[config.mk]
export PLATFORM = sky130hd
export DESIGN_NAME = race_seq
export DESIGN_NICKNAME = d
export VERILOG_FILES = /design/src/rtl/race_seq.sv
export SDC_FILE = /design/constraint.sdc
export NUM_CORES = 1
export LEC_CHECK = 0
export CAP_MARGIN = 25
export CORE_ASPECT_RATIO = 1.5
export CORE_UTILIZATION = 58
export CTS_CLUSTER_DIAMETER = 80
export DETAILED_ROUTE_END_ITERATION = 8
export GPL_TIMING_DRIVEN = 1
export PLACE_DENSITY = 0.95
export SLEW_MARGIN = 0
export SYNTH_ARGS = -nofsm -noshare
export SYNTH_HDL_FRONTEND = slang
export SYNTH_SLANG_ARGS = --single-unit
[constraint.sdc]
create_clock -name pclk -period 6.15 [get_ports pclk]
set_input_delay 0.615 -clock pclk [delete_from_list [all_inputs] [get_ports pclk]]
set_output_delay 0.615 -clock pclk [all_outputs]
set_load 0.1 [all_outputs]
[src/rtl/race_seq.sv]
// race_seq -- top-level race sequencer.
//
// Owns the car controller's lifecycle: holds it in reset through IDLE and the
// start countdown, passes player keys only while racing, counts laps from the
// car position with a checkpoint rule, and runs a saturating race clock in
// seconds. Every output is a register so the HUD sees clean values.
//
// Ports:
//   pclk       in   1   pixel clock, the only clock
//   rst_n      in   1   asynchronous active-low reset
//   start      in   1   level request to start / restart the race
//   key_in     in   4   raw player keys (UP=0001 DOWN=0010 LEFT=0100 RIGHT=1000)
//   xpos/ypos  in  11   car top-left position from the car controller
//   car_rst    out  1   active-high reset into the car controller
//   key_out    out  4   gated keys into the car controller
//   state      out  2   IDLE=00 COUNTDOWN=01 RACE=10 FINISH=11
//   count_val  out  2   countdown seconds remaining
//   lap        out  3   completed laps
//   race_secs  out 10   elapsed race seconds, saturating at 999
//   finished   out  1   high in FINISH
module race_seq #(
  parameter int TICK_DIV       = 65000000,
  parameter int COUNTDOWN_SECS = 3,
  parameter int LAPS           = 3,
  parameter int START_X0       = 400,
  parameter int START_X1       = 416,
  parameter int START_Y0       = 16,
  parameter int START_Y1       = 160,
  parameter int CP_X0          = 400,
  parameter int CP_X1          = 416,
  parameter int CP_Y0          = 608,
  parameter int CP_Y1          = 752
) (
  input  logic        pclk,
  input  logic        rst_n,
  input  logic        start,
  input  logic [3:0]  key_in,
  input  logic [10:0] xpos,
  input  logic [10:0] ypos,
  output logic        car_rst,
  output logic [3:0]  key_out,
  output logic [1:0]  state,
  output logic [1:0]  count_val,
  output logic [2:0]  lap,
  output logic [9:0]  race_secs,
  output logic        finished
);

  localparam int TW = (TICK_DIV > 1) ? $clog2(TICK_DIV) : 1;
  localparam logic [9:0] SECS_MAX = 10'd999;

  typedef enum logic [1:0] {
    S_IDLE   = 2'b00,
    S_COUNT  = 2'b01,
    S_RACE   = 2'b10,
    S_FINISH = 2'b11
  } state_t;

  state_t          r_state, w_state_nxt;
  logic [TW-1:0]   r_tick, w_tick_nxt;
  logic [1:0]      r_count, w_count_nxt;
  logic [2:0]      r_lap, w_lap_nxt;
  logic [9:0]      r_secs, w_secs_nxt;
  logic            r_cp_seen, w_cp_nxt;
  logic            r_in_start_d;
  logic            r_car_rst, w_car_rst_nxt;
  logic [3:0]      r_key, w_key_nxt;
  logic            r_finished, w_fin_nxt;

  logic            w_tick;
  logic [10:0]     w_cx, w_cy;
  logic            w_in_start, w_in_cp, w_lap_evt;
  logic [2:0]      w_lap_inc;

  // Car reference point is the sprite centre (64x64 sprite).
  assign w_cx = xpos + 11'd32;
  assign w_cy = ypos + 11'd32;

  assign w_in_start = (w_cx >= 11'(START_X0)) && (w_cx <= 11'(START_X1)) &&
                      (w_cy >= 11'(START_Y0)) && (w_cy <= 11'(START_Y1));
  assign w_in_cp    = (w_cx >= 11'(CP_X0)) && (w_cx <= 11'(CP_X1)) &&
                      (w_cy >= 11'(CP_Y0)) && (w_cy <= 11'(CP_Y1));

  assign w_tick    = (r_tick == TW'(TICK_DIV - 1));
  // A lap only counts on entering the start zone after the checkpoint was
  // visited; in_start_d runs in every state so a car parked on the line at
  // race start produces no edge.
  assign w_lap_evt = w_in_start && !r_in_start_d && r_cp_seen;
  assign w_lap_inc = r_lap + 3'd1;

  // Next-state and next-output logic
  always_comb begin
    w_state_nxt = r_state;
    w_count_nxt = r_count;
    w_lap_nxt   = r_lap;
    w_secs_nxt  = r_secs;
    w_cp_nxt    = r_cp_seen;

    case (r_state)
      S_IDLE, S_FINISH: begin
        if (start) begin
          w_state_nxt = S_COUNT;
          w_count_nxt = 2'(COUNTDOWN_SECS);
          w_lap_nxt   = 3'd0;
          w_secs_nxt  = 10'd0;
          w_cp_nxt    = 1'b0;
        end
      end
      S_COUNT: begin
        if (w_tick) begin
          if (r_count == 2'd1) begin
            w_state_nxt = S_RACE;
            w_count_nxt = 2'd0;
          end else begin
            w_count_nxt = r_count - 2'd1;
          end
        end
      end
      S_RACE: begin
        if (w_tick && (r_secs != SECS_MAX))
          w_secs_nxt = r_secs + 10'd1;
        // Lap event wins over a simultaneous checkpoint hit.
        if (w_lap_evt) begin
          w_lap_nxt = w_lap_inc;
          w_cp_nxt  = 1'b0;
          if (w_lap_inc == 3'(LAPS))
            w_state_nxt = S_FINISH;
        end else if (w_in_cp) begin
          w_cp_nxt = 1'b1;
        end
      end
      default: ;
    endcase

    // Tick phase restarts on every state change so each second is full length.
    if ((w_state_nxt != r_state) || w_tick)
      w_tick_nxt = '0;
    else
      w_tick_nxt = r_tick + 1'b1;

    // Registered outputs follow the state being entered so they line up
    // with the state output in the same cycle.
    w_car_rst_nxt = (w_state_nxt == S_IDLE) || (w_state_nxt == S_COUNT);
    w_key_nxt     = (w_state_nxt == S_RACE) ? key_in : 4'b0000;
    w_fin_nxt     = (w_state_nxt == S_FINISH);
  end

  // State and output registers
  always_ff @(posedge pclk or negedge rst_n) begin
    if (!rst_n) begin
      r_state      <= S_IDLE;
      r_tick       <= '0;
      r_count      <= 2'd0;
      r_lap        <= 3'd0;
      r_secs       <= 10'd0;
      r_cp_seen    <= 1'b0;
      r_in_start_d <= 1'b0;
      r_car_rst    <= 1'b1;
      r_key        <= 4'b0000;
      r_finished   <= 1'b0;
    end else begin
      r_state      <= w_state_nxt;
      r_tick       <= w_tick_nxt;
      r_count      <= w_count_nxt;
      r_lap        <= w_lap_nxt;
      r_secs       <= w_secs_nxt;
      r_cp_seen    <= w_cp_nxt;
      r_in_start_d <= w_in_start;
      r_car_rst    <= w_car_rst_nxt;
      r_key        <= w_key_nxt;
      r_finished   <= w_fin_nxt;
    end
  end

  assign state     = r_state;
  assign count_val = r_count;
  assign lap       = r_lap;
  assign race_secs = r_secs;
  assign car_rst   = r_car_rst;
  assign key_out   = r_key;
  assign finished  = r_finished;

endmodule

==> out/results.tsv <==
metric	value	unit
status	finished, final reports clean	
vias in the first global route	2825	
Area Overhead vs Synth	20.7	%
crit path cell chain	clkdlybuf4s50_1 -> ha_1 -> nor2b_1 -> o221ai_1 -> or4_1 -> nor4_4 -> buf_4 -> nor3_1	
Avg Inst Size Synth	9.22	µm²
maximum VDD drop	0.106	mV
Synth async-reset ratio	100	%
unrepaired setup endpoints after global routing	false	
average routed wire per standard cell	15.9	µm
Fmax	334	MHz
WP depth	8	
Seq/Total Area, Yosys	39.6	%
Pwr Density	162	nW/µm²
Longest Clk Path Bufs	2	
CTS tree	yes	
crit start category	input port	
# fillers	356	
area of the multi-input gates	1830	µm²
register area	1280	µm²
total wire length	7400	µm
Crit Path Class	in2reg	
Root Buffer	clkbuf_8	
routability congestion estimate	0.852	
Primary FF master, synth	dfrtp_1	
final setup margin	3.15	ns
gr ovfl total	0	
initial core utilization	61.5	%
setup bufs post-CTS	0	
largest net degree at the start of global routing	33	
Sink Count	51	
DIE WIDTH	62.9	µm
via count	2914	
critical path's slowest cell	or4_1	
Post-Syn Nets	391	
die area	5870	µm²
FF-to-FF path depth	8	
Synth warnings	0	
# IOs	52	
end point of the critical path	r_tick[7]	
Post-DRT Antenna Nets	0	
layout cells sized above 1	8.04	%
Die Span Y	93.4	µm
share of the synthesized area in the top cell type	38.8	%
Final min period	3.00	ns
MaxCap Viol Count	0	
hpwl dp	5470	µm
Setup TNS Final	0	ns
top post-synthesis cells by area	dfrtp_1 39%, nor3_1 5.0%, ha_1 4.7%	
commonest cells after routing, fill and taps aside	50 x dfrtp_1, 50 x clkdlybuf4s50_1, 32 x nor3_1	
GRT Total Usage	27.3	%
Final Skew	0.0130	ns
Top delay family on crit path	simple AND/OR/NAND/NOR gates	
CTS clk-pin slew, worst paths	0.10	ns
actual slew at the worst max-slew pin	1.00	ns
dpl ws	2.80	ns
r2r endpoint	race_secs[3]	
Post-route DRC	0	
Max-slew headroom	33.1	%
Max FO, Critical Path	26	
number of CTS-inserted buffers	5	
fin area	3900	µm²
DRT iter0 DRCs	255	
ANT cells	0	
CP startpoint	xpos[5]	
pins over their slew limit	0	
r2r setup slk	3.29	ns
Skew-Pair Late Insertion Delay	0.32	ns
final setup violation count	0	
FF-to-FF Start	state[0]	
post-CTS resize count	0	
# port buffers	51	
number of flops mapped to enable cells by yosys	0	
Hold Path Class	in2async	
Hold-fix buffers, CTS	0	
row cnt	32	
placed insts	458	
Buf/Inv on CP	2	
nets	438	
Cell variety after synth	56	
DRT Pass-1 Iters	4	
Critical Path AT	3.15	ns
Synth area leader	dfrtp_1	
Final Hold Viols	0	
cells after synthesis	350	
Hold WS	0.237	ns
H-tree Lvls	2	
core area	5250	µm²
initial antenna violation count	0	
Data required, critical path	6.30	ns
Cell Area, Placed	3770	µm²
CP max stage delay	0.70	ns
Leak Pwr	1.55	nW
fin cells	466	
via/cell ratio	6.25	
final clock period utilization by the worst path	48.7	%
Worst setup EP type	register	
synthesized cell area	3230	µm²
first-pass GRT wire length	12700	µm
Yosys reg bits	51	
registers in the layout (all words and copies together), names as in the netlist:
| name | cells |
|---|---|
| key_out | 4 |
| finished | 1 |
| lap | 3 |
| count_val | 2 |
| race_secs | 10 |
| r_in_start_d | 1 |
| r_cp_seen | 1 |
| car_rst | 1 |
| r_tick | 26 |
| state | 2 |
power breakdown:
group / internal [mW] / switching, mW
logic: 0.0238 / 0.0217
registers: 0.335 / 0.000000147
clock network: 0.134 / 0.117
layer usage:
layer | part of all wire [%] | global-route usage, % | vias up
met4 | 3.0 | 14.0 | 0
li1 | - | - | 1401
met2 | 56 | 49.4 | 82
met1 | 38 | 30.6 | 1410
met3 | 3.1 | 4.15 | 21
met5 | 0 | 0 | -
cells in the mapped netlist (9+ instances only):
cell type	count
dfrtp_1	50
nor3_1	32
o21ai_0	23
nand3_1	22
nand2_1	20
xnor2_1	15
nand4_1	14
nor2_1	14
nor4_1	14
xor2_1	13
ha_1	12
a21oi_1	11
clkbuf_1	9
inv_1	9
worst min-delay path by stage:
| stage | from | to | slack, ns | cells after the start |
|---|---|---|---|---|
| 2_1_floorplan | rst_n | count_val[0] | 0.32 | 0 |
| 3_3_place_gp | r_cp_seen | r_cp_seen | 0.50 | 1 |
| 3_5_place_dp | r_cp_seen | r_cp_seen | 0.53 | 1 |
| 4_1_cts | rst_n | r_tick[12] | 0.25 | 1 |
| 5_1_grt | rst_n | race_secs[7] | 0.28 | 1 |
| 6_report | rst_n | r_tick[12] | 0.24 | 1 |
area by class of cell:
type | instances | share of cell area (%)
Sequential cell | 51 | 32.8
Timing Repair Buffer | 55 | 14.1
Tap cell | 68 | 2.18
Multi-Input combinational cell | 275 | 46.9
Clock buffer | 6 | 2.12
Clock inverter | 2 | 0.996
Inverter | 9 | 0.867
worst register-to-register path, delay by kind of cell (launching register included):
family	cells	cell delay, ns
fa+ha+maj	1	0.67
mux	1	0.41
buf+inv	2	0.49
compound gates	3	0.43
flops	1	0.44
simple gates	1	0.32
cells by family after synthesis:
kind of cell / share of synthesized area (%)
xor+xnor: 7.60
fa+ha+maj: 4.65
simple gates: 29.3
flops: 39.6
buf+inv: 3.80
compound gates: 12.8
mux: 2.25
through the flow:
step | power (mW) | utilization (%)
4_1_cts | 0.635 | 74.3
6_report | 0.632 | 74.3
5_1_grt | 0.652 | 74.3
2_1_floorplan | 0.356 | -
3_3_place_gp | 0.384 | 71.4
3_5_place_dp | 0.387 | 72.0
Note: power is estimated with default switching activity, not from simulation.
